===== src/rtl/branch_resolve_pkg.sv =====
// Shared types for the branch resolution unit: issue packet, CDB row,
// branch function encoding and the internal FIFO entry.
package branch_resolve_pkg;

   localparam int XLEN   = 32;
   localparam int ROB_W  = 6;
   localparam int PREG_W = 7;

   typedef enum logic [2:0] {
      BR_BEQ, BR_BNE, BR_BLT, BR_BGE, BR_BLTU, BR_BGEU, BR_JAL, BR_JALR
   } BR_FUNC;

   typedef struct packed {
      logic [XLEN-1:0]   pc;
      logic [XLEN-1:0]   rs1_val;
      logic [XLEN-1:0]   rs2_val;
      logic [XLEN-1:0]   imm;
      BR_FUNC            func;
      logic              pred_taken;
      logic [XLEN-1:0]   pred_target;
      logic [ROB_W-1:0]  rob_id;
      logic [PREG_W-1:0] phys_reg;
   } BR_ISSUE;

   typedef struct packed {
      logic              valid;
      logic [ROB_W-1:0]  rob_id;
      logic [PREG_W-1:0] phys_reg;
      logic              branch_mispredict;
      logic [XLEN-1:0]   branch_target;
   } CDB_ROW;

   typedef enum logic {ST_RUN, ST_HOLD} br_state_e;

   // Resolved result as held in the FIFO; target is the actual next pc.
   typedef struct packed {
      logic [XLEN-1:0]   pc;
      logic              taken;
      logic [XLEN-1:0]   target;
      logic              mispredict;
      logic [ROB_W-1:0]  rob_id;
      logic [PREG_W-1:0] phys_reg;
   } br_entry_t;

endpackage


===== src/rtl/branch_resolve_cond_eval.sv =====
// br_cond_eval: purely combinational branch condition and next-pc evaluation.
// Compares the actual next pc against the predicted next pc.
module br_cond_eval
   import branch_resolve_pkg::*;
(
   input  BR_ISSUE         pkt,
   output logic            taken,
   output logic [XLEN-1:0] actual_next,
   output logic            mispredict
);

   logic [XLEN-1:0] seq_pc;
   logic [XLEN-1:0] br_tgt;
   logic [XLEN-1:0] jalr_sum;
   logic [XLEN-1:0] pred_next;

   assign seq_pc   = pkt.pc + XLEN'(4);
   assign jalr_sum = pkt.rs1_val + pkt.imm;

   // Decode taken condition and jump target per function
   always_comb begin
      taken  = 1'b0;
      br_tgt = pkt.pc + pkt.imm;
      case (pkt.func)
         BR_BEQ:  taken = (pkt.rs1_val == pkt.rs2_val);
         BR_BNE:  taken = (pkt.rs1_val != pkt.rs2_val);
         BR_BLT:  taken = ($signed(pkt.rs1_val) <  $signed(pkt.rs2_val));
         BR_BGE:  taken = ($signed(pkt.rs1_val) >= $signed(pkt.rs2_val));
         BR_BLTU: taken = (pkt.rs1_val <  pkt.rs2_val);
         BR_BGEU: taken = (pkt.rs1_val >= pkt.rs2_val);
         BR_JAL:  taken = 1'b1;
         BR_JALR: begin
            taken  = 1'b1;
            br_tgt = {jalr_sum[XLEN-1:1], 1'b0};
         end
         default: taken = 1'b0;
      endcase
   end

   assign actual_next = taken ? br_tgt : seq_pc;
   assign pred_next   = pkt.pred_taken ? pkt.pred_target : seq_pc;
   assign mispredict  = (actual_next != pred_next);

endmodule


===== src/rtl/branch_resolve.sv =====
// branch_resolve: evaluates branch packets, queues results in a 2-entry
// FIFO toward the CDB and trains the predictor on grant. After a mispredict
// is queued, issue is blocked (HOLD) until that entry is granted.
// Optional: define BRANCH_RESOLVE_STATS_EN to add stat_resolved/stat_mispred.
module branch_resolve
   import branch_resolve_pkg::*;
(
   input  logic            clock,
   input  logic            reset,
   input  logic            issue_valid,
   input  BR_ISSUE         issue_pkt,
   output logic            issue_ready,
   input  logic            flush,
   output logic            cdb_req,
   input  logic            cdb_grant,
   output CDB_ROW          cdb_row,
   output logic            bp_upd_valid,
   output logic [XLEN-1:0] bp_upd_pc,
   output logic            bp_upd_taken,
   output logic [XLEN-1:0] bp_upd_target
`ifdef BRANCH_RESOLVE_STATS_EN
   ,
   output logic [31:0]     stat_resolved,
   output logic [31:0]     stat_mispred
`endif
);

   localparam int DEPTH = 2;

   br_entry_t fifo_q [DEPTH];
   logic      wr_ptr, rd_ptr;
   logic [1:0] count;
   br_state_e state_q, state_d;

   logic      ev_taken, ev_mis;
   logic [XLEN-1:0] ev_next;
   br_entry_t new_ent, head;
   logic      push, pop, full;

   br_cond_eval u_eval (
      .pkt         (issue_pkt),
      .taken       (ev_taken),
      .actual_next (ev_next),
      .mispredict  (ev_mis)
   );

   assign new_ent = '{pc: issue_pkt.pc, taken: ev_taken, target: ev_next,
                      mispredict: ev_mis, rob_id: issue_pkt.rob_id,
                      phys_reg: issue_pkt.phys_reg};

   assign head    = fifo_q[rd_ptr];
   assign full    = (count == 2'd2);
   assign cdb_req = (count != 2'd0);
   assign push    = issue_valid && issue_ready;
   // Grant without a request is ignored; flush suppresses the pop.
   assign pop     = cdb_req && cdb_grant && !flush;

   // FIFO storage and pointers; flush empties it
   always_ff @(posedge clock or negedge reset) begin
      if (!reset) begin
         wr_ptr <= 1'b0;
         rd_ptr <= 1'b0;
         count  <= 2'd0;
         for (int i = 0; i < DEPTH; i++) fifo_q[i] <= '0;
      end else if (flush) begin
         wr_ptr <= 1'b0;
         rd_ptr <= 1'b0;
         count  <= 2'd0;
      end else begin
         if (push) begin
            fifo_q[wr_ptr] <= new_ent;
            wr_ptr         <= ~wr_ptr;
         end
         if (pop) rd_ptr <= ~rd_ptr;
         count <= count + {1'b0, push} - {1'b0, pop};
      end
   end

   // FSM state register
   always_ff @(posedge clock or negedge reset) begin
      if (!reset) state_q <= ST_RUN;
      else        state_q <= state_d;
   end

   // FSM next state: only one mispredict can be in flight, so the
   // granted mispredicting head is the one that caused HOLD.
   always_comb begin
      state_d = state_q;
      case (state_q)
         ST_RUN:  if (push && ev_mis)       state_d = ST_HOLD;
         ST_HOLD: if (pop && head.mispredict) state_d = ST_RUN;
         default: state_d = ST_RUN;
      endcase
      if (flush) state_d = ST_RUN;
   end

   // FSM output: accept only in RUN with space and no flush
   always_comb begin
      issue_ready = reset && !full && (state_q == ST_RUN) && !flush;
   end

   // CDB row: head entry while non-empty, all-zero otherwise
   always_comb begin
      cdb_row = '0;
      if (cdb_req) begin
         cdb_row.valid             = 1'b1;
         cdb_row.rob_id            = head.rob_id;
         cdb_row.phys_reg          = head.phys_reg;
         cdb_row.branch_mispredict = head.mispredict;
         cdb_row.branch_target     = head.target;
      end
   end

   // Predictor training pulse in the grant cycle
   always_comb begin
      bp_upd_valid  = pop;
      bp_upd_pc     = '0;
      bp_upd_taken  = 1'b0;
      bp_upd_target = '0;
      if (pop) begin
         bp_upd_pc     = head.pc;
         bp_upd_taken  = head.taken;
         bp_upd_target = head.target;
      end
   end

`ifdef BRANCH_RESOLVE_STATS_EN
   // Saturating counters of granted results and granted mispredicts
   always_ff @(posedge clock or negedge reset) begin
      if (!reset) begin
         stat_resolved <= '0;
         stat_mispred  <= '0;
      end else if (pop) begin
         if (stat_resolved != '1) stat_resolved <= stat_resolved + 32'd1;
         if (head.mispredict && stat_mispred != '1) stat_mispred <= stat_mispred + 32'd1;
      end
   end
`endif

endmodule


===== config.mk =====
export PLATFORM = sky130hd
export DESIGN_NAME = branch_resolve
export DESIGN_NICKNAME = d
export VERILOG_FILES = /design/src/rtl/branch_resolve_pkg.sv /design/src/rtl/branch_resolve_cond_eval.sv /design/src/rtl/branch_resolve.sv
export SDC_FILE = /design/constraint.sdc
export NUM_CORES = 1
export LEC_CHECK = 0
export CAP_MARGIN = 20
export CORE_MARGIN = 2
export CORE_UTILIZATION = 54
export DETAILED_ROUTE_END_ITERATION = 6
export PLACE_DENSITY = 0.83
export SETUP_SLACK_MARGIN = 0.02
export SYNTH_ARGS = -nofsm -noshare
export SYNTH_HDL_FRONTEND = slang
export SYNTH_SLANG_ARGS = --single-unit
export TNS_END_PERCENT = 100

===== constraint.sdc =====
create_clock -name clock -period 2.5 [get_ports clock]
set_input_delay 0.375 -clock clock [delete_from_list [all_inputs] [get_ports clock]]
set_output_delay 0.375 -clock clock [all_outputs]
set_load 0.05 [all_outputs]

==> results.json, run 1 <==
{
  "post-place-cells": 2886,
  "ctsHoldBuffers": 0,
  "io_pins": 297,
  "netlist_area_um2": 14700,
  "overflow": 3604,
  "failing_step": "global routing (5_1_grt)",
  "synth-seq-cells": 163,
  "seq_area_frac_synth": 0.277,
  "yosys_most_used_dff": "dfrtp_1",
  "grtUsageTotal": 1.08,
  "postGrtWorstEndpoint": "fifo_q[13]$_DFFE_PN0P_/D",
  "grt_max_degree": 164,
  "start_util": 0.548,
  "avgSynthCellArea_um2": 7.72,
  "synth_fp_nets": 2189,
  "num_rows": 60,
  "yosys_warnings": 0,
  "cts_buffers": 17,
  "dpl_worst_slack_ps": -2090,
  "status": "did not finish",
  "die_h_um": 169,
  "synth-edff-count": 0,
  "htreeDepth": 4,
  "synthCells": 1909,
  "die_w_um": 169,
  "dpl.hpwl_um": 46800,
  "clockBufferDepth": 2,
  "ys_types": 86,
  "worst_path_end_type": "register data pin",
  "error": "[ERROR GRT-0232] Routing congestion too high. Check the congestion heatmap in the GUI.",
  "portBuffers": 296,
  "synth-async-reset-ratio": 1.00,
  "cts.sinks": 163,
  "place_congestion": 0.982,
  "root_buffer": "clkbuf_16"
}
cell usage after synthesis (all sizes together), types with 3 or more instances:
| master | count | area (um^2) |
|---|---|---|
| a221oi | 7 | 109 |
| a21oi | 109 | 549 |
| or2 | 4 | 25.0 |
| nor2 | 214 | 803 |
| nand3b | 7 | 52.6 |
| a31oi | 16 | 100 |
| nor4b | 4 | 35.0 |
| nor3 | 25 | 130 |
| and2 | 10 | 62.6 |
| o21ai | 90 | 454 |
| o311ai | 3 | 26.3 |
| or4 | 3 | 26.3 |
| inv | 56 | 210 |
| nand4 | 33 | 213 |
| mux2 | 31 | 349 |
| buf | 19 | 85.1 |
| nand3 | 24 | 120 |
| o31ai | 8 | 60.1 |
| o211ai | 19 | 148 |
| o21a | 16 | 120 |
| dfrtp | 163 | 4080 |
| and4 | 5 | 48.8 |
| nand2b | 15 | 93.8 |
| a2111oi | 5 | 50.0 |
| or3 | 9 | 56.3 |
| mux2i | 121 | 1210 |
| xnor2 | 69 | 604 |
| o21bai | 5 | 37.5 |
| and4b | 3 | 30.0 |
| a21o | 23 | 173 |
| nor3b | 4 | 35.0 |
| nand2 | 441 | 1660 |
| ha | 96 | 1200 |
| a211oi | 19 | 143 |
| nor4 | 12 | 96.3 |
| xor2 | 69 | 604 |
| nor2b | 7 | 43.8 |
| and3 | 15 | 93.8 |
| o211a | 5 | 50.1 |
| a2bb2oi | 3 | 26.3 |
| clkbuf | 79 | 297 |
kinds of logic after synthesis:
family,count (synthesis),share of synthesized area
and+or+nand+nor,840,0.249
AOI/OAI and AO/OA,362,0.161
DFF,163,0.277
buffers and inverters,156,0.0407
muxes,152,0.106
xor gates and xnor gates,138,0.0821
adders and majority gates,98,0.0843
layer usage:
layer  track usage  GRT overflow
met1         0.920            28
met4          1.24           736
met5         0.358             4
met3         0.780            43
met2          1.49          2793
repair_timing:
action / 4_1_cts
buffers inserted: 79
pin swaps: 159
endpoints found under the setup margin: 161
resized for setup: 672
gates cloned: 2
stage by stage:
stage	setup TNS [ps]	cell area, um^2	utilization
after floorplan	-24990	15300	-
after CTS	-30010	24400	0.909
after detailed placement	-107430	21900	0.814
after global placement	-101750	21900	0.814
==> run 2: changes to the inputs <==
--- a/config.mk
+++ b/config.mk
@@ -7,10 +7,9 @@
 export LEC_CHECK = 0
 export CAP_MARGIN = 20
 export CORE_MARGIN = 2
-export CORE_UTILIZATION = 54
+export CORE_UTILIZATION = 40
 export DETAILED_ROUTE_END_ITERATION = 6
-export PLACE_DENSITY = 0.83
-export SETUP_SLACK_MARGIN = 0.02
+export PLACE_DENSITY_LB_ADDON = 0.15
 export SYNTH_ARGS = -nofsm -noshare
 export SYNTH_HDL_FRONTEND = slang
 export SYNTH_SLANG_ARGS = --single-unit
==> run 2 against run 1 <==
The flow now finishes, with violations (negative setup slack). Synthesized cell count did not move. Area after synthesis is the same.
==> results.json, run 2 <==
{
  "die_w_um": 196,
  "ys_types": 86,
  "core-area_um2": 36400,
  "portBuffers": 296,
  "p_leak_nw": 11.3,
  "drc": 0,
  "ir_drop_mv": 0.491,
  "drtIter0Drc": 965,
  "yosys_warnings": 0,
  "synth_common_cells": "nand2_1 (441), nor2_1 (214), dfrtp_1 (163), mux2i_1 (121), a21oi_1 (108)",
  "synth_largest_area_cell": "dfrtp_1",
  "design_area_um2": 24900,
  "dieArea_um2": 38400,
  "timing.slew.headroom": 0.403,
  "io_pins": 297,
  "power_switching_w": 0.00517,
  "synthTopCellsByArea": "dfrtp_1 (28%), nand2_1 (11%), mux2i_1 (8.2%)",
  "vias_per_cell": 5.30,
  "ctsHoldBuffers": 0,
  "multiInputGateArea_um2": 12300,
  "drv_slew": 0,
  "synth_compound_area_frac": 0.161,
  "p_clk_frac": 0.193,
  "synth_mux_area_frac": 0.106,
  "grt_pass1_wl_um": 88800,
  "rsz0062_at_grt": "yes",
  "htreeDepth": 4,
  "violations": "negative setup slack",
  "area_delta_synth_final_pct": 69.2,
  "p_int_w": 0.00855,
  "regArea_um2": 4080,
  "power_frac_comb": 0.518,
  "cts_tree": "built",
  "dpl.hpwl_um": 44300,
  "r2r_setup_slack_ps": 410,
  "cellPowerDensity_nw_per_um2": 551,
  "first_pass_iters": 5,
  "fin_crit_ps": 3500,
  "drt-total-wl_um": 57900,
  "r2r_cells": 6,
  "r2r-start": "count[1]",
  "start_util": 0.404,
  "first_global_vias": 16641,
  "worstPathArrival_ps": 3790,
  "cts_buffers": 17,
  "post-route-period-util": 1.40,
  "synth-async-reset-ratio": 1.00,
  "antenna_found_initial": 8,
  "crit_path_max_fanout": 3,
  "synth_fp_nets": 2189,
  "total_power_w": 0.0137,
  "root_buffer": "clkbuf_16",
  "clkTransAtPathRegs_ps": 60,
  "seqPwrFrac": 0.289,
  "netlist_area_um2": 14700,
  "finalHoldViolCount": 0,
  "cp-startpoint": "issue_pkt[49]",
  "largest_register_ffs": 158,
  "critical_path_class": "primary input to register",
  "grt_max_degree": 164,
  "start_kind": "primary input",
  "seq_area_frac_synth": 0.277,
  "clk_latency_ps": 420,
  "num_rows": 70,
  "fmax_mhz": 286,
  "synth_top_family_by_area": "simple AND/OR/NAND/NOR gates",
  "synth_xor_area_frac": 0.0821,
  "required_ps": 2780,
  "top_regs": "fifo_q (158), count (2)",
  "setup.worst_path.end_class": "register",
  "drive_gt1_frac": 0.414,
  "timing.final.ws_setup_ps": -1000,
  "tightestPinTransition_ps": 896,
  "layout.nets": 2927,
  "dpl_worst_slack_ps": -2290,
  "drv_cap": 0,
  "avgSynthCellArea_um2": 7.72,
  "yosys.cell_count.top_type": "nand2_1",
  "synth-seq-cells": 163,
  "synth-edff-count": 0,
  "cts.sinks": 163,
  "hold_class": "primary input to asynchronous set/reset pin",
  "final_common_cell": "buf_4",
  "synth_top_cell_area_share": 0.277,
  "ant_nets": 0,
  "synth-adder-area-share": 0.0843,
  "worstReg2RegEnd": "fifo_q[96]",
  "fillers": 3031,
  "vias": 16609,
  "status": "finished with violations",
  "die_h_um": 196,
  "dpl-instance-area_um2": 22100,
  "final_cell_mix": "buf_4 (540), nand2_1 (429), nor2_1 (182)",
  "setup-violations-final": 67,
  "yosys.area_share.simple": 0.249,
  "grtUsageTotal": 0.291,
  "place_congestion": 0.956,
  "synthCells": 1909,
  "overflow": 0,
  "top_register": "fifo_q",
  "yosys_most_used_dff": "dfrtp_1",
  "p_sw_frac": 0.377,
  "finClkSkew_ps": 5.85,
  "wl_per_cell_um": 18.5,
  "clockBufferDepth": 2
}
[run 2: per-stage QoR]
| step | hold slack [ps] | std cells | TNS [ps] | utilization |
|---|---|---|---|---|
| CTS | 170 | 3103 | -34850 | 0.660 |
| global placement | 450 | 3024 | -110050 | 0.606 |
| global route | 176 | 3133 | -37530 | 0.684 |
| finish | 66.6 | 3135 | -32770 | 0.684 |
| floorplan | 79.4 | 1909 | -25120 | - |
| detailed placement | 462 | 3024 | -109970 | 0.606 |
[run 2: cells by family (layout without fill, tap and decap cells)]
logic type	count (synthesis)	count (layout)
AO/OA/AOI/OAI	362	362
XOR/XNOR	138	138
adder cells (fa/ha/maj)	98	98
buffers and inverters	156	907
flip-flops	163	163
multiplexers	152	152
other	0	7
AND/OR/NAND/NOR	840	840
[run 2: worst max path at each step]
| stage | end |
|---|---|
| after global routing | fifo_q[92] |
| final | fifo_q[92] |
| after floorplan | fifo_q[13] |
| after global placement | state_q |
| after CTS | fifo_q[92] |
| after detailed placement | fifo_q[92] |
[run 2: power groups by stage]
stage	Sequential (W)	Combinational (W)	Clock [W]
after CTS	0.00396	0.00657	0.00269
after detailed placement	0.00400	0.00613	0
after global placement	0.00395	0.00603	0
final	0.00397	0.00711	0.00264
after floorplan	0.00386	0.00347	0
after global routing	0.00409	0.00765	0.00278
[run 2: layout make-up]
cell class | count | share of cell area
timing repair buffer | 817 | 0.287
inverter | 58 | 0.00929
antenna | 7 | 0.000703
tap | 468 | 0.0235
sequential | 163 | 0.164
clock buffer | 19 | 0.0178
multi-input combinational | 1590 | 0.492
clock inverter | 13 | 0.00638
[run 2: what timing repair did]
item,4_1_cts,5_1_grt
buffers inserted,49,29
setup endpoints to repair,72,116
gates resized for setup,439,298
pin swaps,112,94
cloned,1,1
[run 2: per-layer routing]
layer	up-vias	GRT usage	wire, um
met1	7886	0.383	25400
met5	-	0	16
met3	91	0.0273	2760
met2	529	0.507	28000
met4	2	0.0889	1640
li1	8101	-	-
[run 2: critical path, stage by stage]
cell	delay, ps
buf_8	110
ha_4	150
fa_2	340
a21o_1	220
a221oi_4	320
buf_6	160
buf_6	80
o211ai_1	130
a31o_1	230
a21oi_2	140
xnor2_1	100
a21oi_2	230
xnor2_2	120
a2111oi_4	400
o211ai_1	200
nor4_4	370
a31oi_1	120
Note: power is estimated with default switching activity, not from simulation.
